**src/rtl/fetch_pc_gen_if.sv**
```systemverilog
// Predictor, PC-file and fetch-block bus between fetch_pc_gen and its neighbours.
// slave = the PC generator, master = the predictor/backend/fetch side driving it.
interface fetch_pc_gen_if #(
    parameter int FETCH_SLOTS = 8,
    parameter int FID_W       = 5,
    parameter int HIST_W      = 16,
    parameter int BPI_W       = 4
);
    localparam int S = $clog2(FETCH_SLOTS);

    logic                          IN_en;
    logic                          IN_redirValid;
    logic [31:0]                   IN_redirPc;
    logic [FID_W-1:0]              IN_redirFetchID;
    logic                          IN_bpFound;
    logic                          IN_bpTaken;
    logic                          IN_bpIsJump;
    logic                          IN_bpMultiple;
    logic [31:0]                   IN_bpSrc;
    logic [31:0]                   IN_bpDst;
    logic [HIST_W-1:0]             IN_bpHist;
    logic [BPI_W-1:0]              IN_bpInfo;
    logic [FID_W-1:0]              IN_robFetchID;
    logic [31:0]                   OUT_pc;
    logic                          OUT_stall;
    logic                          OUT_pcfWe;
    logic [FID_W-1:0]              OUT_pcfAddr;
    logic [31+HIST_W+BPI_W+S-1:0]  OUT_pcfData;
    logic                          OUT_valid;
    logic                          IN_ready;
    logic [31:0]                   OUT_blkPc;
    logic [FID_W-1:0]              OUT_blkFetchID;
    logic [FETCH_SLOTS-1:0]        OUT_slotValid;
    logic [FETCH_SLOTS-1:0]        OUT_slotPredTaken;

    modport master (
        output IN_en, IN_redirValid, IN_redirPc, IN_redirFetchID, IN_bpFound, IN_bpTaken,
               IN_bpIsJump, IN_bpMultiple, IN_bpSrc, IN_bpDst, IN_bpHist, IN_bpInfo,
               IN_robFetchID, IN_ready,
        input  OUT_pc, OUT_stall, OUT_pcfWe, OUT_pcfAddr, OUT_pcfData, OUT_valid,
               OUT_blkPc, OUT_blkFetchID, OUT_slotValid, OUT_slotPredTaken
    );

    modport slave (
        input  IN_en, IN_redirValid, IN_redirPc, IN_redirFetchID, IN_bpFound, IN_bpTaken,
               IN_bpIsJump, IN_bpMultiple, IN_bpSrc, IN_bpDst, IN_bpHist, IN_bpInfo,
               IN_robFetchID, IN_ready,
        output OUT_pc, OUT_stall, OUT_pcfWe, OUT_pcfAddr, OUT_pcfData, OUT_valid,
               OUT_blkPc, OUT_blkFetchID, OUT_slotValid, OUT_slotPredTaken
    );
endinterface

```
**src/rtl/fetch_pc_gen.sv**
```systemverilog
// Fetch-block PC/ID generator with a FETCH_Q_DEPTH block queue; push to head visible next cycle.
// Stalls on full queue or fetch-ID collision with the ROB; FETCH_PC_GEN_FULL_PASS_EN lets a full queue push on a pop.
module fetch_pc_gen #(
    parameter int          FETCH_SLOTS   = 8,
    parameter int          FETCH_Q_DEPTH = 4,
    parameter int          FID_W         = 5,
    parameter int          HIST_W        = 16,
    parameter int          BPI_W         = 4,
    parameter logic [31:0] RESET_PC      = 32'h80000000
) (
    input  logic          clk,
    input  logic          rst,
    fetch_pc_gen_if.slave bus
);
    localparam int S  = $clog2(FETCH_SLOTS);
    localparam int QW = $clog2(FETCH_Q_DEPTH);
    localparam int CW = QW + 1;

    typedef struct packed {
        logic [30:0]            pc;
        logic [FID_W-1:0]       fid;
        logic [FETCH_SLOTS-1:0] slot_v;
        logic [FETCH_SLOTS-1:0] slot_t;
    } entry_t;

    entry_t           q_mem [FETCH_Q_DEPTH];
    logic [30:0]      pc_q;
    logic [FID_W-1:0] fid_q;
    logic [CW-1:0]    count_q;
    logic [QW-1:0]    rd_q, wr_q;

    logic                   valid, pop, push, full, id_stall, stall, tk, cut;
    logic [S-1:0]           bp, start;
    logic [FETCH_SLOTS-1:0] slot_v, slot_t;
    logic [30:0]            next_pc;
    entry_t                 head;
    logic                   unused_ok;

    assign unused_ok = ^{bus.IN_redirPc[0], bus.IN_bpSrc[0], bus.IN_bpDst[0]};

    assign valid    = (count_q != '0);
    assign pop      = valid & bus.IN_ready;
    assign id_stall = (fid_q == bus.IN_robFetchID);
`ifdef FETCH_PC_GEN_FULL_PASS_EN
    assign full     = (count_q == CW'(FETCH_Q_DEPTH)) & ~pop;
`else
    assign full     = (count_q == CW'(FETCH_Q_DEPTH));
`endif
    assign stall    = id_stall | full;
    assign push     = bus.IN_en & ~stall & ~bus.IN_redirValid & ~rst;

    assign bp    = bus.IN_bpSrc[S:1];
    assign start = pc_q[S-1:0];
    assign tk    = bus.IN_bpFound & (bus.IN_bpIsJump | bus.IN_bpTaken);
    // A not-taken branch followed by another one ends the block at the found branch.
    assign cut   = tk | (bus.IN_bpFound & bus.IN_bpMultiple);

    always_comb begin
        slot_v = '0;
        slot_t = '0;
        for (int i = 0; i < FETCH_SLOTS; i++) begin
            slot_v[i] = (S'(i) >= start) && (!cut || S'(i) <= bp);
            slot_t[i] = tk && (S'(i) == bp);
        end
    end

    always_comb begin
        next_pc = {pc_q[30:S] + (31-S)'(1), {S{1'b0}}};
        if (tk)
            next_pc = bus.IN_bpDst[31:1];
        else if (cut)
            next_pc = bus.IN_bpSrc[31:1] + 31'd1;
    end

    always_ff @(posedge clk) begin
        if (rst) begin
            pc_q    <= RESET_PC[31:1];
            fid_q   <= '0;
            count_q <= '0;
            rd_q    <= '0;
            wr_q    <= '0;
        end else if (bus.IN_redirValid) begin
            pc_q    <= bus.IN_redirPc[31:1];
            fid_q   <= bus.IN_redirFetchID + FID_W'(1);
            count_q <= '0;
            rd_q    <= '0;
            wr_q    <= '0;
        end else begin
            if (push) begin
                pc_q  <= next_pc;
                fid_q <= fid_q + FID_W'(1);
                wr_q  <= wr_q + QW'(1);
            end
            if (pop)
                rd_q <= rd_q + QW'(1);
            case ({push, pop})
                2'b10:   count_q <= count_q + CW'(1);
                2'b01:   count_q <= count_q - CW'(1);
                default: count_q <= count_q;
            endcase
        end
    end

    // Storage needs no reset: head outputs are masked while the queue is empty.
    always_ff @(posedge clk) begin
        if (push)
            q_mem[wr_q] <= '{pc: pc_q, fid: fid_q, slot_v: slot_v, slot_t: slot_t};
    end

    assign head = q_mem[rd_q];

    assign bus.OUT_pc            = {pc_q, 1'b0};
    assign bus.OUT_stall         = stall;
    assign bus.OUT_pcfWe         = push;
    assign bus.OUT_pcfAddr       = fid_q;
    assign bus.OUT_pcfData       = {pc_q, bus.IN_bpHist, bus.IN_bpInfo, bp};
    assign bus.OUT_valid         = valid;
    assign bus.OUT_blkPc         = valid ? {head.pc, 1'b0} : 32'd0;
    assign bus.OUT_blkFetchID    = valid ? head.fid : '0;
    assign bus.OUT_slotValid     = valid ? head.slot_v : '0;
    assign bus.OUT_slotPredTaken = valid ? head.slot_t : '0;
endmodule
```
**src/flat_wrapper.sv**
```systemverilog
// flat-port wrapper written by rule: the top's interface ports become plain ports
module fetch_pc_gen_flat 
#(
    parameter int          FETCH_SLOTS   = 8,
    parameter int          FETCH_Q_DEPTH = 4,
    parameter int          FID_W         = 5,
    parameter int          HIST_W        = 16,
    parameter int          BPI_W         = 4,
    parameter logic [31:0] RESET_PC      = 32'h80000000
)
  (clk, rst, bus_IN_en, bus_IN_redirValid, bus_IN_redirPc, bus_IN_redirFetchID, bus_IN_bpFound, bus_IN_bpTaken, bus_IN_bpIsJump, bus_IN_bpMultiple, bus_IN_bpSrc, bus_IN_bpDst, bus_IN_bpHist, bus_IN_bpInfo, bus_IN_robFetchID, bus_IN_ready, bus_OUT_pc, bus_OUT_stall, bus_OUT_pcfWe, bus_OUT_pcfAddr, bus_OUT_pcfData, bus_OUT_valid, bus_OUT_blkPc, bus_OUT_blkFetchID, bus_OUT_slotValid, bus_OUT_slotPredTaken);
  fetch_pc_gen_if #(.FETCH_SLOTS(FETCH_SLOTS), .FID_W(FID_W), .HIST_W(HIST_W), .BPI_W(BPI_W)) bus_i ();
  input  logic clk;
  input  logic rst;
  input wire logic [$bits(bus_i.IN_en)-1:0] bus_IN_en;
  input wire logic [$bits(bus_i.IN_redirValid)-1:0] bus_IN_redirValid;
  input wire logic [$bits(bus_i.IN_redirPc)-1:0] bus_IN_redirPc;
  input wire logic [$bits(bus_i.IN_redirFetchID)-1:0] bus_IN_redirFetchID;
  input wire logic [$bits(bus_i.IN_bpFound)-1:0] bus_IN_bpFound;
  input wire logic [$bits(bus_i.IN_bpTaken)-1:0] bus_IN_bpTaken;
  input wire logic [$bits(bus_i.IN_bpIsJump)-1:0] bus_IN_bpIsJump;
  input wire logic [$bits(bus_i.IN_bpMultiple)-1:0] bus_IN_bpMultiple;
  input wire logic [$bits(bus_i.IN_bpSrc)-1:0] bus_IN_bpSrc;
  input wire logic [$bits(bus_i.IN_bpDst)-1:0] bus_IN_bpDst;
  input wire logic [$bits(bus_i.IN_bpHist)-1:0] bus_IN_bpHist;
  input wire logic [$bits(bus_i.IN_bpInfo)-1:0] bus_IN_bpInfo;
  input wire logic [$bits(bus_i.IN_robFetchID)-1:0] bus_IN_robFetchID;
  input wire logic [$bits(bus_i.IN_ready)-1:0] bus_IN_ready;
  output wire logic [$bits(bus_i.OUT_pc)-1:0] bus_OUT_pc;
  output wire logic [$bits(bus_i.OUT_stall)-1:0] bus_OUT_stall;
  output wire logic [$bits(bus_i.OUT_pcfWe)-1:0] bus_OUT_pcfWe;
  output wire logic [$bits(bus_i.OUT_pcfAddr)-1:0] bus_OUT_pcfAddr;
  output wire logic [$bits(bus_i.OUT_pcfData)-1:0] bus_OUT_pcfData;
  output wire logic [$bits(bus_i.OUT_valid)-1:0] bus_OUT_valid;
  output wire logic [$bits(bus_i.OUT_blkPc)-1:0] bus_OUT_blkPc;
  output wire logic [$bits(bus_i.OUT_blkFetchID)-1:0] bus_OUT_blkFetchID;
  output wire logic [$bits(bus_i.OUT_slotValid)-1:0] bus_OUT_slotValid;
  output wire logic [$bits(bus_i.OUT_slotPredTaken)-1:0] bus_OUT_slotPredTaken;
  assign bus_i.IN_en = bus_IN_en;
  assign bus_i.IN_redirValid = bus_IN_redirValid;
  assign bus_i.IN_redirPc = bus_IN_redirPc;
  assign bus_i.IN_redirFetchID = bus_IN_redirFetchID;
  assign bus_i.IN_bpFound = bus_IN_bpFound;
  assign bus_i.IN_bpTaken = bus_IN_bpTaken;
  assign bus_i.IN_bpIsJump = bus_IN_bpIsJump;
  assign bus_i.IN_bpMultiple = bus_IN_bpMultiple;
  assign bus_i.IN_bpSrc = bus_IN_bpSrc;
  assign bus_i.IN_bpDst = bus_IN_bpDst;
  assign bus_i.IN_bpHist = bus_IN_bpHist;
  assign bus_i.IN_bpInfo = bus_IN_bpInfo;
  assign bus_i.IN_robFetchID = bus_IN_robFetchID;
  assign bus_i.IN_ready = bus_IN_ready;
  assign bus_OUT_pc = bus_i.OUT_pc;
  assign bus_OUT_stall = bus_i.OUT_stall;
  assign bus_OUT_pcfWe = bus_i.OUT_pcfWe;
  assign bus_OUT_pcfAddr = bus_i.OUT_pcfAddr;
  assign bus_OUT_pcfData = bus_i.OUT_pcfData;
  assign bus_OUT_valid = bus_i.OUT_valid;
  assign bus_OUT_blkPc = bus_i.OUT_blkPc;
  assign bus_OUT_blkFetchID = bus_i.OUT_blkFetchID;
  assign bus_OUT_slotValid = bus_i.OUT_slotValid;
  assign bus_OUT_slotPredTaken = bus_i.OUT_slotPredTaken;
  fetch_pc_gen #(.FETCH_SLOTS(FETCH_SLOTS), .FETCH_Q_DEPTH(FETCH_Q_DEPTH), .FID_W(FID_W), .HIST_W(HIST_W), .BPI_W(BPI_W), .RESET_PC(RESET_PC)) u_core (.clk(clk), .rst(rst), .bus(bus_i));
endmodule
```
**config.mk**
```make
export PLATFORM = sky130hd
export DESIGN_NAME = fetch_pc_gen_flat
export DESIGN_NICKNAME = d
export VERILOG_FILES = /design/src/rtl/fetch_pc_gen_if.sv /design/src/rtl/fetch_pc_gen.sv /design/src/flat_wrapper.sv
export SDC_FILE = /design/constraint.sdc
export NUM_CORES = 1
export LEC_CHECK = 0
export BUFFER_PORTS_ARGS = -buffer_cell sky130_fd_sc_hd__buf_2
export CAP_MARGIN = 20
export CELL_PAD_IN_SITES_DETAIL_PLACEMENT = 1
export CELL_PAD_IN_SITES_GLOBAL_PLACEMENT = 1
export CORE_ASPECT_RATIO = 0.8
export CORE_MARGIN = 3
export CORE_UTILIZATION = 29
export CTS_BUF_LIST = sky130_fd_sc_hd__clkbuf_8
export DETAILED_ROUTE_END_ITERATION = 12
export PLACE_DENSITY_LB_ADDON = 0.1
export SYNTH_ARGS = -nofsm -noshare
export SYNTH_HDL_FRONTEND = slang
export SYNTH_SLANG_ARGS = --single-unit
```
**constraint.sdc**
```tcl
create_clock -name clk -period 3.1 [get_ports clk]
set_clock_uncertainty 0.1 [all_clocks]
set_input_delay 0.155 -clock clk [delete_from_list [all_inputs] [get_ports clk]]
set_output_delay 0.155 -clock clk [all_outputs]
set_load 0.03 [all_outputs]
```
# After elaboration in Yosys (flattened, before gate mapping)
# Memories as Yosys holds them, arrays and structs flattened. A register that Yosys moved wholly into a read port is not among the register bits.
# Cells that the tools add are included.
# totals
regBits	43
latch_bits	0
ram_bits	208
rom_bits	0
input_bits	135
out_inout_bits	147
wordCells	98
n_memories	1
# memory_table
name	words	word_bits	rd	rd_ports_with_merged_regs	wr	line	source
u_core.q_mem	4	52	1	1	1	fetch_pc_gen.sv:26	entry_t q_mem [FETCH_Q_DEPTH];
# op_classes
n_addsub	8
n_mul	0
div_mod_pow	0
order_cmp	16
n_eq_ne	11
shift	0
n_mux	15
bitwise	12
reduce_logical	30
# op_table
operator	count
$mux W31	4
$mux W32	1
$add A31 B1 Y31 const B	1
$add A28 B1 Y28 const B	1
$logic_and A1 B1 Y1	16
$mux W8	2
$mux W5	3
$eq A3 B3 Y1 const A	4
$ge A3 B3 Y1 const A	4
$le A3 B3 Y1 const A	4
$add A5 B1 Y5 const B	2
$logic_or A1 B1 Y1	8
$and A1 B1 Y1	6
$eq A2 B3 Y1 const A	2
$ge A1 B3 Y1 const A	2
$ge A2 B3 Y1 const A	2
$le A1 B3 Y1 const A	2
$le A2 B3 Y1 const A	2
$pmux W3 S2	1
$eq A5 B5 Y1	1
$add A2 B1 Y2 const B	2
$mux W2	2
$reduce_bool A2 Y1	2
$add A3 B1 Y3 const B	1
other kinds (12)	17

# Depth between registers and ports, before layout
# depth
word_depth	8
ltp_mapped	12
mapped_depth_nobuf	9

# Least setup slack after synthesis
# OpenSTA, ideal clock, no wires.
# synth_timing
path_type	in2reg
from	in bus_IN_redirValid
to	mem u_core.q_mem[1][0] in the netlist's numbering, enable pin
t_arrival_ns	2.893
t_required_ns	2.585
slack_ns	-0.308
stages	7
n_path_buf	2
cell_sequence	clkbuf_1 nor2_1 and3_1 o21ai_1 clkinv_1 clkbuf_1 and2_1
# synth_between
elab_chain_cells	5
# synth_rtl
element	line	source
start: declaration	flat_wrapper.sv:16	input wire logic [$bits(bus_i.IN_redirValid)-1:0] bus_IN_redirValid;
$not A1 Y1	fetch_pc_gen.sv:50	assign push = bus.IN_en & ~stall & ~bus.IN_redirValid & ~rst;
$and A1 B1 Y1 (2 in a row)	fetch_pc_gen.sv:50	
named net bus_OUT_pcfWe	flat_wrapper.sv:31	output wire logic [$bits(bus_i.OUT_pcfWe)-1:0] bus_OUT_pcfWe;
$mux W1	fetch_pc_gen.sv:106	if (push)
$mux W1 (not written as such)	fetch_pc_gen.sv:107	q_mem[wr_q] <= '{pc: pc_q, fid: fid_q, slot_v: slot_v, slot_t: slot_t};
end: declaration	fetch_pc_gen.sv:26	
# The timed path passes the listed nets, and every way through them passes these cells.

# Final worst setup path
# layout_timing
from	reg u_core.count_q[0]
to	reg u_core.pc_q[16]
# layout_between
elab_chain_cells	7
# layout_rtl
element	line	source
start: declaration	fetch_pc_gen.sv:29	logic [CW-1:0] count_q;
start signal: assignment	fetch_pc_gen.sv:97	2'b10: count_q <= count_q + CW'(1);
start signal: assignment	fetch_pc_gen.sv:98	2'b01: count_q <= count_q - CW'(1);
start signal: assignment	fetch_pc_gen.sv:99	default: count_q <= count_q;
$eq A3 B3 Y1	fetch_pc_gen.sv:47	assign full = (count_q == CW'(FETCH_Q_DEPTH));
$or A1 B1 Y1	fetch_pc_gen.sv:49	assign stall = id_stall | full;
$not A1 Y1	fetch_pc_gen.sv:50	
$and A1 B1 Y1 (3 in a row)	fetch_pc_gen.sv:50	
$reduce_bool A2 Y1 (no source line)	n/a	
end signal: assignment	fetch_pc_gen.sv:77	pc_q <= RESET_PC[31:1];
end signal: assignment	fetch_pc_gen.sv:83	pc_q <= bus.IN_redirPc[31:1];
end signal: assignment	fetch_pc_gen.sv:90	pc_q <= next_pc;
end: declaration	fetch_pc_gen.sv:27	logic [30:0] pc_q;
# Every way passes these cells.
# A chain may end at the register's enable or synchronous reset.

==> run summary <==
Status - finished clean
CTS Root Cell - clkbuf_8
Unique masters post-synth - 65
TritonCTS clock tree - yes
Max-cap violations - 0
Hold WS - 48.5 ps
DR WL/cell - 22.9 um
Fin area - 15600 sq um
Die extent in x - 236 um
DP Area - 14000 sq um
Via count - 9049
Setup crit end kind - flip-flop
Multiplexer share of the synthesized area - 0.0984
Worst vdd ir - 227 uV
Area growth syn-to-layout - 27.1%
Seq cells post-synth - 253
Mapped Area - 12300 sq um
Max clock buf depth - 3
Final setup fails - 0
Post-synth top area cell - edfxtp_1
Largest family of logic cells by synthesized area - simple AND/OR/NAND/NOR gates
Routability Congestion - 0.828
Total Die Area - 45000 sq um
IO Port Bufs - 236
Fraction of synthesized cell area in xor and xnor cells - 0.0434
Commonest non-fill, non-tap cells in the layout - buf_2, edfxtp_1, dlygate4sd3_1
Io pins - 282
Reg2Reg Depth - 10
Final hold vios - 0
DR DRC count - 0
Post-synthesis compound-gate area fraction - 0.0791
Pre-antenna DRT Iters - 5
Slew headroom - 0.519
Worst-Skew Late Latency - 560 ps
Worst Setup Start Kind - flip-flop
Fin cells - 1822
Required time worst endpoint - 3490 ps
First-pass GRT wire length - 61400 um
Layout cells sized above 1 - 0.330
Min Tclk post-route - 2890 ps
Post-route setup slack - 208 ps
Commonest non-fill, non-tap cell in the layout - buf_2
DRT iter0 DRCs - 399
Clock sink count - 253
Die height - 190 um
Filler cells - 4486
Nets - 1393
Critical path class - flip-flop to flip-flop
Post-DP HPWL - 29100 um
Lkg Pwr - 5.84 nW
R2r startpoint - u_core.count_q[0]$_SDFFE_PP0P_
CP max FO - 12
Number of global-route vias before repair - 9490
Total core area - 41300 sq um
FF-to-FF End - u_core.pc_q[16]$_SDFFE_PP0P_
Hold depth - 5
Post-synthesis sequential area ratio - 0.581
Post-route clock period utilization - 0.933
Fmax - 0.346 GHz
Synth top area share - 0.508
Global route total overflow - 0
Min-Delay Path Class - primary input to flip-flop
Slew Limit Fails - 0
Reg2reg setup slack - 210 ps
Min-Delay Startpoint - bus_IN_bpDst[9]
Antenna violations before repair - 4
Simple-gate share of the synthesized area - 0.125
RSZ-0062 raised after global routing - no
Synth Area in Adders - 0.0128
Mean number of vias per cell - 4.97
Post-CTS Setup Repair Bufs - 0
Clock-pin slew on the worst setup and hold paths - 60 ps
Ranking of synthesized cells by area - edfxtp_1, mux4_2, dfxtp_1
Tot Pwr - 7.93 mW
Tightest Pin Transition - 715 ps
Inserted Clock Buffers - 44
Post-Syn Instances - 941
Yosys warns - 0
Crit path DAT - 3280 ps
Total track usage - 0.182
Place WS - 517 ps
Largest net degree at the start of global routing - 54
Final core occ - 0.379
Initial Util - 0.298
DRT antenna net count - 0
Setup TNS - 0 ps
Ys flop type - edfxtp_1
Worst Hold End - u_core.pc_q[8]$_SDFFE_PP0P_
Final WL - 41800 um
Post-synth ARST share - 0
Avg Cell Area, Syn - 13.1 sq um
Pwr dens - 507 nW/um^2
Placed cells - 1668
H-tree depth - 2
Row Count - 66
Number of flops mapped to enable cells by yosys - 208
[worst max-delay path: stages (launching register included)]
cell           delay, ps
dfxtp_1              330
or3b_2               520
and3_1               200
o21ai_2              100
inv_2                110
buf_4                210
nor2_1               200
buf_4                200
a221oi_1              80
dlygate4sd3_1        600
nor3_1               150
[area by class of cell]
cell class | count | area (sq um) | area share
Antenna cell | 1 | 2.50 | 0.000160
Clock buffer | 48 | 661 | 0.0423
Clock inverter | 29 | 204 | 0.0130
Inverter | 29 | 109 | 0.00696
Multi-Input combinational cell | 553 | 4450 | 0.284
Sequential cell | 253 | 7150 | 0.458
Tap cell | 544 | 681 | 0.0435
Timing Repair Buffer | 365 | 2380 | 0.152
[Yosys cell counts, types with 2 or more instances]
| library cell | instances |
|---|---|
| a311oi_1 | 2 |
| dfxtp_1 | 45 |
| a221o_1 | 3 |
| a211oi_1 | 6 |
| o22ai_1 | 11 |
| xnor2_1 | 42 |
| nor2_1 | 34 |
| nor4_1 | 18 |
| buf_2 | 2 |
| a22oi_1 | 10 |
| nand4_1 | 15 |
| nand2_1 | 51 |
| a221oi_1 | 8 |
| xor2_1 | 19 |
| a32oi_1 | 3 |
| o221ai_1 | 7 |
| inv_1 | 28 |
| and2_1 | 62 |
| o21ai_1 | 2 |
| clkbuf_1 | 41 |
| o211ai_1 | 8 |
| nand3_1 | 32 |
| mux2i_1 | 4 |
| o21a_1 | 5 |
| and4_1 | 5 |
| a31oi_1 | 2 |
| nor3b_1 | 3 |
| a211o_1 | 3 |
| buf_4 | 57 |
| edfxtp_1 | 208 |
| and3_1 | 8 |
| a21boi_0 | 2 |
| or3_1 | 5 |
| a21oi_1 | 31 |
| o31a_1 | 4 |
| o21ai_0 | 22 |
| ha_1 | 11 |
| buf_1 | 6 |
| nor3_1 | 23 |
| o31ai_1 | 5 |
| or4_1 | 2 |
| nor2b_1 | 10 |
| mux4_2 | 52 |
| a2111oi_0 | 3 |
[cell families after synthesis]
| logic type | count (synthesis) |
|---|---|
| fa+ha+maj | 12 |
| buf+inv | 136 |
| xor+xnor | 61 |
| simple gates | 279 |
| mux | 56 |
| flops | 253 |
| other cells | 1 |
| compound gates | 143 |
[report_power, final]
group | total (mW) | switching, mW | internal, mW
sequential | 3.85 | 0.0812 | 3.77
clock | 3.06 | 1.39 | 1.68
combinational | 1.01 | 0.625 | 0.388
total | 7.93 | 2.09 | 5.84
[registers in the layout, indices dropped and copies added (netlist names), named ones only]
signal,flops
u_core.bus.OUT_pcfAddr,5
u_core.q_mem,208
u_core.count_q,3
u_core.rd_q,2
u_core.pc_q,31
u_core.wr_q,2
[worst max-delay path by stage]
stage / start / endpoint / slack (ps) / cells past startpoint
global placement: u_core.count_q[0]$_SDFFE_PP0P_ / u_core.count_q[2]$_SDFFE_PP0P_ / 550 / 9
finish: u_core.count_q[0]$_SDFFE_PP0P_ / u_core.pc_q[16]$_SDFFE_PP0P_ / 210 / 10
CTS: u_core.count_q[2]$_SDFFE_PP0P_ / u_core.pc_q[16]$_SDFFE_PP0P_ / 40 / 10
global route: u_core.pc_q[12]$_SDFFE_PP0P_ / u_core.pc_q[30]$_SDFFE_PP1P_ / 10 / 7
floorplan: u_core.bus.OUT_pcfAddr[2]$_SDFFE_PP0P_ / u_core.count_q[2]$_SDFFE_PP0P_ / 150 / 11
detailed placement: u_core.count_q[0]$_SDFFE_PP0P_ / u_core.count_q[2]$_SDFFE_PP0P_ / 520 / 9
[timing repair]
action | in CTS | in global routing
resized for setup | 0 | 3
setup endpoints to repair | 0 | 3
hold buffers | 76 | 0
endpoints found under the hold margin | 46 | 0
[layer usage]
layer | global-route usage | up-vias | wire (um)
li1 | - | 4135 | -
met1 | 0.255 | 4606 | 19600
met2 | 0.293 | 243 | 19300
met3 | 0.0343 | 59 | 1970
met4 | 0.0444 | 6 | 826
met5 | 0 | - | 38
(Power assumes the default switching activity.)
